`src/rtl/framer_pkg.sv`:
```
// Shared types and constants for the trigger framer.
//   framer_state_t : frame state machine encoding
//   HDR_MAGIC      : upper half of the optional frame header word
//   CNT_W          : width of the frame word counter and trigger counter
package framer_pkg;
  typedef enum logic [1:0] {IDLE, DELAY, CAPTURE, DRAIN} framer_state_t;
  localparam logic [15:0] HDR_MAGIC = 16'hA5E5;
  localparam int CNT_W = 16;
endpackage

```
`src/rtl/axis_skid_buffer.sv`:
```
// Two-entry AXIS skid buffer carrying {tlast, tdata}.
//   clk, rst              : clock, asynchronous active-high reset
//   s_valid_i/s_data_i/s_last_i/s_ready_o : upstream side
//   m_valid_o/m_data_o/m_last_o/m_ready_i : downstream side
// Outputs come straight from storage, so a word pushed into an empty buffer
// appears one cycle later and holds steady while stalled. Room is reported
// when full if the head is leaving in the same cycle, so a held-high
// downstream ready sees an unbroken stream.
module axis_skid_buffer #(
  parameter int DATA_W = 32
) (
  input  logic              clk,
  input  logic              rst,
  input  logic              s_valid_i,
  input  logic [DATA_W-1:0] s_data_i,
  input  logic              s_last_i,
  output logic              s_ready_o,
  output logic              m_valid_o,
  output logic [DATA_W-1:0] m_data_o,
  output logic              m_last_o,
  input  logic              m_ready_i
);
  logic [DATA_W:0] mem_q [2];
  logic            wr_q, rd_q;
  logic [1:0]      cnt_q;
  logic            push, pop;

  assign m_valid_o             = (cnt_q != 2'd0);
  assign {m_last_o, m_data_o}  = mem_q[rd_q];
  assign s_ready_o             = (cnt_q != 2'd2) | m_ready_i;
  assign push                  = s_valid_i & s_ready_o;
  assign pop                   = m_valid_o & m_ready_i;

  always_ff @(posedge clk or posedge rst) begin
    if (rst) begin
      for (int i = 0; i < 2; i++) mem_q[i] <= '0;
      wr_q  <= 1'b0;
      rd_q  <= 1'b0;
      cnt_q <= 2'd0;
    end else begin
      if (push) begin
        mem_q[wr_q] <= {s_last_i, s_data_i};
        wr_q        <= ~wr_q;
      end
      if (pop) rd_q <= ~rd_q;
      cnt_q <= cnt_q + {1'b0, push} - {1'b0, pop};
    end
  end
endmodule

```
`src/rtl/trigger_framer.sv`:
```
// Cuts a free-running ADC AXI-Stream into fixed-length, trigger-aligned
// packets (tlast on the final word); words outside a frame are dropped.
//   s00_axis_aclk/areset : clock, asynchronous active-high reset
//   trig_in              : synchronous trigger level; a rising edge starts a frame
//   s00_axis_*           : ADC input stream
//   m00_axis_*           : framed output stream (tstrb constant all-ones)
//   trig_count           : frames started, wraps silently
//   overrun              : sticky, a trigger edge arrived while a frame was busy
// Build option FRAMER_HEADER_EN: prefix every frame with {HDR_MAGIC, trig_count}.
module trigger_framer
  import framer_pkg::*;
#(
  parameter int C_S00_AXIS_TDATA_WIDTH = 32,
  parameter int C_M00_AXIS_TDATA_WIDTH = 32,
  parameter int FRAME_WORDS            = 1024,
  parameter int DELAY_WORDS            = 0
) (
  input  logic                                s00_axis_aclk,
  input  logic                                s00_axis_areset,
  input  logic                                trig_in,
  input  logic                                s00_axis_tvalid,
  input  logic [C_S00_AXIS_TDATA_WIDTH-1:0]   s00_axis_tdata,
  output logic                                s00_axis_tready,
  output logic                                m00_axis_tvalid,
  output logic [C_M00_AXIS_TDATA_WIDTH-1:0]   m00_axis_tdata,
  output logic [C_M00_AXIS_TDATA_WIDTH/8-1:0] m00_axis_tstrb,
  output logic                                m00_axis_tlast,
  input  logic                                m00_axis_tready,
  output logic [15:0]                         trig_count,
  output logic                                overrun
);
  framer_state_t                     state_q;
  logic [CNT_W-1:0]                  cnt_q, trig_count_q;
  logic                              trig_q, overrun_q, trig_edge;
  logic                              push_vld, push_last, sb_ready;
  logic [C_S00_AXIS_TDATA_WIDTH-1:0] push_data;
  logic                              frame_end;
`ifdef FRAMER_HEADER_EN
  logic                              hdr_pend_q;
`endif

  assign trig_edge      = trig_in & ~trig_q;
  assign trig_count     = trig_count_q;
  assign overrun        = overrun_q;
  assign m00_axis_tstrb = '1;
  assign frame_end      = (cnt_q == CNT_W'(FRAME_WORDS - 1));

  always_comb begin
    s00_axis_tready = 1'b1;
    push_vld        = 1'b0;
    push_data       = s00_axis_tdata;
    push_last       = 1'b0;
    if (state_q == CAPTURE) begin
`ifdef FRAMER_HEADER_EN
      if (hdr_pend_q) begin
        // header slot: hold the ADC stream for this cycle
        s00_axis_tready = 1'b0;
        push_vld        = 1'b1;
        push_data       = {HDR_MAGIC, trig_count_q};
      end else begin
        s00_axis_tready = sb_ready;
        push_vld        = s00_axis_tvalid;
        push_last       = frame_end;
      end
`else
      s00_axis_tready = sb_ready;
      push_vld        = s00_axis_tvalid;
      push_last       = frame_end;
`endif
    end
  end

  always_ff @(posedge s00_axis_aclk or posedge s00_axis_areset) begin
    if (s00_axis_areset) begin
      state_q      <= IDLE;
      cnt_q        <= '0;
      trig_count_q <= '0;
      trig_q       <= 1'b0;
      overrun_q    <= 1'b0;
`ifdef FRAMER_HEADER_EN
      hdr_pend_q   <= 1'b0;
`endif
    end else begin
      trig_q <= trig_in;
      if (trig_edge && state_q != IDLE) overrun_q <= 1'b1;
      case (state_q)
        IDLE: if (trig_edge) begin
          trig_count_q <= trig_count_q + 1'b1;
          cnt_q        <= '0;
          state_q      <= (DELAY_WORDS > 0) ? DELAY : CAPTURE;
`ifdef FRAMER_HEADER_EN
          hdr_pend_q   <= 1'b1;
`endif
        end
        DELAY: if (s00_axis_tvalid) begin
          if (cnt_q == CNT_W'(DELAY_WORDS - 1)) begin
            cnt_q   <= '0;
            state_q <= CAPTURE;
          end else begin
            cnt_q <= cnt_q + 1'b1;
          end
        end
        CAPTURE: begin
`ifdef FRAMER_HEADER_EN
          if (hdr_pend_q) begin
            if (sb_ready) hdr_pend_q <= 1'b0;
          end else
`endif
          if (s00_axis_tvalid && sb_ready) begin
            if (frame_end) state_q <= DRAIN;
            else           cnt_q   <= cnt_q + 1'b1;
          end
        end
        // last-tagged word leaving means the buffer is now empty
        DRAIN: if (m00_axis_tvalid && m00_axis_tready && m00_axis_tlast) state_q <= IDLE;
        default: state_q <= IDLE;
      endcase
    end
  end

  axis_skid_buffer #(.DATA_W(C_S00_AXIS_TDATA_WIDTH)) u_skid (
    .clk       (s00_axis_aclk),
    .rst       (s00_axis_areset),
    .s_valid_i (push_vld),
    .s_data_i  (push_data),
    .s_last_i  (push_last),
    .s_ready_o (sb_ready),
    .m_valid_o (m00_axis_tvalid),
    .m_data_o  (m00_axis_tdata),
    .m_last_o  (m00_axis_tlast),
    .m_ready_i (m00_axis_tready)
  );
endmodule
```
`config.mk`:
```
export PLATFORM = sky130hd
export DESIGN_NAME = trigger_framer
export DESIGN_NICKNAME = d
export VERILOG_FILES = /design/src/rtl/framer_pkg.sv /design/src/rtl/axis_skid_buffer.sv /design/src/rtl/trigger_framer.sv
export SDC_FILE = /design/constraint.sdc
export NUM_CORES = 1
export LEC_CHECK = 0
export CAP_MARGIN = 10
export CORE_MARGIN = 10
export CORE_UTILIZATION = 55
export CTS_BUF_LIST = sky130_fd_sc_hd__clkbuf_4 sky130_fd_sc_hd__clkbuf_8
export CTS_CLUSTER_SIZE = 28
export DETAILED_ROUTE_END_ITERATION = 10
export GPL_ROUTABILITY_DRIVEN = 0
export MAX_ROUTING_LAYER = met4
export PLACE_DENSITY_LB_ADDON = 0.25
export SLEW_MARGIN = 0
export SYNTH_ARGS = -nofsm -noshare
export SYNTH_HDL_FRONTEND = slang
export SYNTH_SLANG_ARGS = --single-unit
```
`constraint.sdc`:
```
create_clock -name s00_axis_aclk -period 7.22 [get_ports s00_axis_aclk]
set_input_delay 1.444 -clock s00_axis_aclk [delete_from_list [all_inputs] [get_ports s00_axis_aclk]]
set_output_delay 1.444 -clock s00_axis_aclk [all_outputs]
set_load 0.1 [all_outputs]
```
; Word-level counts from Yosys, hierarchy flattened
; Index checks and enable logic that the tools add are counted.
[totals]
out_inout_bits = 56
wordCells = 73
in_bits = 37
register_bits = 106
[op_classes]
eq_ne = 13
n_lt_le_gt_ge = 3
n_bitwise = 9
reduce_logical = 12
muxes = 22
n_addsub = 4
[op_table]
columns = op, n
row1 = two-way mux 33 bit, 4
row2 = two-way mux 16 bit, 5
row3 = bitwise mux 66 bit, 1
row4 = one-hot mux 16 bit (3 select lines), 1
row5 = demux 33 bit (select 1 bit), 1
row6 = adder 16 x 1 -> 16 bit (second input constant), 2
row7 = == test 16 x 10 -> 1 bit (second input constant), 1
row8 = == test 16 bit (second input constant), 1
row9 = inequality test 2 bit (second input constant), 7
row10 = two-way mux 2 bit, 6
row11 = one-hot mux 2 bit (4 select lines), 1
row12 = AND reduction 6 bit, 1
row13 = logical AND 1 bit, 5
row14 = AND reduction 5 bit, 1
row15 = == test 2 bit (second input constant), 2
row16 = >= comparator 2 bit (second input constant), 2
row17 = NOT 1 -> 2 bit, 2
row18 = nonzero test 2 bit, 2
row19 = AND 1 bit, 3
row20 = two-way mux 1 bit, 3
row21 = NOT 1 bit, 3
row22 = nonzero test 3 bit, 1
row23 = adder 2 x 1 -> 2 bit, 1
row24 = == test 2 x 1 -> 1 bit (second input constant), 1
row25 = other kinds (6), 6

; Longest topological paths before layout
[logic_depth]
word_depth = 7
ltp_mapped = 8

; Hierarchy
; A second synthesis with hierarchy kept.
[unflattened]
cells_unflattened = 396
area_unflattened_um2 = 5126.2
[modules_own_cells]
columns = module, n_inst, cells_each, seq_area_each_um2, area_each_um2
row1 = axis_skid_buffer, 1, 209, 1751.7, 3166.8
row2 = trigger_framer, 1, 187, 900.9, 1959.4

; Least setup slack after synthesis
; OpenSTA, ideal clock, no wires.
[synth_timing]
kind = input port to output port
from = input m00_axis_tready
to = output s00_axis_tready
setup_slack_ns = 3.499
t_arrival_ns = 2.277
t_required_ns = 5.776
path_stages = 2
path_buffers = 0
cell_sequence = nor4bb_4 -> inv_1
[synth_between]
elab_chain_cells = 2
[synth_lines]
columns = item, line
row1 = start: declaration, trigger_framer.sv:28  ; input logic m00_axis_tready,
row2 = OR 1 bit, axis_skid_buffer.sv:30  ; assign s_ready_o = (cnt_q != 2'd2) | m_ready_i;
row3 = two-way mux 1 bit, trigger_framer.sv:53  ; if (state_q == CAPTURE) begin
row4 = end: declaration, trigger_framer.sv:23  ; output logic s00_axis_tready,
; Every way passes these cells.

; Worst setup path in the final report
; Same ends and word-level chain as after synthesis.

==> results.yml <==
run_status:
  status: "completed"
synth:
  ys_seq_area_share_pct: 52.38
  netlist_instances: 390
  ys_ff_latch: 106
  synth.area.top_cells: "dfrtp_1, mux2_2, mux2_1"
  async_reset_ff_share_pct: 100.0
  yosys.cell_types.count: 60
  syn_area_per_cell_sq_um: 12.98
  synth.most_common_cell: "dfrtp_1"
  synthFlopType: "dfrtp_1"
  synth_common_cells: "dfrtp_1, mux2_2, mux2_1, nand2_1"
  yosys_warnings: 0
  syn_area_sq_um: 5064
  synth_edf_count: 0
  netlist.area_leader.share_pct: 52.38
  synth_area_leader_cell: "dfrtp_1"
critical_path:
  worst-endpoint-arrival_ps: 3410
  timing.rr.start: "state_q[0]$_DFFE_PP0P_"
  critPathCapture: "s00_axis_tready"
  path_class: "in -> out"
  worstPathMaxFanout: 4
  crit_path_frequent_cell: "clkdlybuf4s50_1"
  cpPeakStageDelay_ps: 970
  crit_required_ps: 5780
  regToRegSetupSlack_ps: 4620
  startpoint: "m00_axis_tready"
  end_kind: "output port"
  rr_worst_depth: 5
  critPathSlowestCell: "clkdlybuf4s50_1"
  cp-start-kind: "primary input"
  reg2reg_to: "u_skid.mem_q[63]$_DFFE_PP0P_"
  crit_chain: "clkdlybuf4s50_1 -> nor4bb_4 -> inv_1 -> clkdlybuf4s50_1"
grt:
  grt_pass1_vias: 3392
  antenna_found_initial: 0
  grt.total_usage_pct: 16.26
  grt_pass1_wl_mm: 17.06
  grt_max_degree: 86
  grt-ovfl-total: 0
cells_and_area:
  area.growth.synth_to_final_pct: 22.19
  final.fill_count: 665
  multi_input_area_sq_um: 2250
  finalNetCount: 523
  final_cells: 589
  drive_above_1_share_pct: 21.83
  regArea_sq_um: 2653
  antenna_cells: 0
flow_run:
  maxCapViolCount: 0
floorplanning:
  rows: 34
  die_area_sq_um: 13440
  io_pins: 93
  initial_core_util_pct: 57.23
  die_width_um: 116.0
  core_sq_um: 8848
  die_y_um: 116.0
clocking:
  post_cts_resized: 0
  postCtsSetupBuffers: 0
  cts_buffers: 9
  cts_hold_buffers: 0
  clock-sinks: 106
  clockBufferDepth: 2
  clk_pin_slew_worst_paths_ps: 100
  cts_tree: "yes"
  root_buffer: "clkbuf_8"
  clk_latency_ps: 370
  htreeDepth: 3
sta:
  post-route-period-util_pct: 67.18
  fin_setup_tns_ps: 0
  fmax_mhz: 206.2
  final.min_clock_period_ps: 4851
  maxSlewViolCount: 0
  setup_viol_count_final: 0
  slew_headroom_pct: 29.13
  tightest_slew_ps: 1061
  skew_ps: 13.18
  rsz0062_at_grt: "false"
  hold_viol: 0
min_path:
  worstHoldPathType: "reg -> reg"
  hold_depth: 1
placed_design:
  io_buffers: 88
  dpl.cell_count: 573
  post-dp-hpwl_mm: 7.387
route:
  vias: 3309
  wire_per_inst_um: 17.58
  routed_wl_mm: 10.36
  drcViolationCount: 0
  firstDrtPassIters: 4
  via_per_inst: 5.618
  ant_nets: 0
  drtIter0Drc: 178
## worst min-delay path by stage
stage | from | end | slack [ps]
2_1_floorplan | u_skid.mem_q[32]$_DFFE_PP0P_ | u_skid.mem_q[32]$_DFFE_PP0P_ | 440
3_3_place_gp | overrun$_DFFE_PP0P_ | overrun$_DFFE_PP0P_ | 460
3_5_place_dp | u_skid.mem_q[32]$_DFFE_PP0P_ | u_skid.mem_q[32]$_DFFE_PP0P_ | 470
4_1_cts | trig_count[15]$_DFFE_PP0P_ | trig_count[15]$_DFFE_PP0P_ | 490
5_1_grt | u_skid.mem_q[52]$_DFFE_PP0P_ | u_skid.mem_q[52]$_DFFE_PP0P_ | 510
6_report | trig_count[15]$_DFFE_PP0P_ | trig_count[15]$_DFFE_PP0P_ | 480
## per-stage QoR
stage / area (sq um) / util (%) / hold slack [ps] / setup slack [ps]
final: 6187 / 69.92 / 483.9 / 2369
after global routing: 6187 / 69.92 / 510.7 / 2296
after CTS: 6187 / 69.92 / 492.5 / 2362
after detailed placement: 5992 / 67.72 / 470.9 / 2366
after global placement: 5992 / 67.72 / 461.5 / 2374
after floorplan: 5075 / - / 444.4 / 2987
## logic make-up (layout without fill, tap and decap cells)
group / Yosys count / after routing / share of synthesized area (%)
DFF: 106 / 106 / 52.38
and+or+nand+nor: 76 / 76 / 8.747
AOI/OAI and AO/OA: 45 / 45 / 7.067
adders and majority gates: 10 / 10 / 2.471
xor gates and xnor gates: 19 / 19 / 3.286
other: 1 / 4 / 0.07406
buffers and inverters: 32 / 120 / 3.558
muxes: 101 / 101 / 22.41
## cell usage in the layout (no fill, tap or decap), types with 3 or more instances in the layout
| cell | Yosys | final |
|---|---|---|
| a21o_1 | 5 | 5 |
| a22o_1 | 6 | 6 |
| and3_1 | 4 | 4 |
| buf_4 | 4 | 3 |
| clkbuf_8 | 0 | 11 |
| clkdlybuf4s50_1 | 0 | 88 |
| clkinv_4 | 0 | 3 |
| conb_1 | 1 | 4 |
| dfrtp_1 | 106 | 106 |
| ha_1 | 10 | 10 |
| inv_1 | 13 | 12 |
| mux2_1 | 28 | 28 |
| mux2_2 | 71 | 71 |
| nand2_1 | 17 | 17 |
| nand3_1 | 11 | 11 |
| nand4_1 | 10 | 10 |
| nor2_1 | 14 | 14 |
| o21ai_0 | 9 | 9 |
| xnor2_1 | 14 | 14 |
| xor2_1 | 5 | 5 |
## worst max-delay path: cells and delay by family
family        cells  cell delay (ps)
buf+inv           3             1530
simple gates      1              420
## registers in the layout, indices dropped and copies added (netlist names)
signal and flops:
cnt_q 16, overrun 1, state_q 2, trig_count 16, trig_q 1, u_skid.cnt_q 2
u_skid.mem_q 66, u_skid.rd_q 1, u_skid.wr_q 1
## per-layer routing
metal | part of all wire, % | global-route usage, %
met4 | 0.84 | 4.754
met2 | 50 | 26.32
met3 | 5.5 | 3.876
met5 | 0 | -
met1 | 44 | 19.89
## area by class of cell
| class | instances | area share, % |
|---|---|---|
| clock inverter | 5 | 0.7078 |
| sequential | 106 | 42.87 |
| inverter | 13 | 0.8291 |
| multi-input combinational | 255 | 36.36 |
| clock buffer | 11 | 2.447 |
| timing repair buffer | 91 | 14.60 |
| tap | 108 | 2.184 |
Power is left out: the tool's default activity adds up to more than one toggle a clock period on the data nets, which glitch-free logic cannot reach.
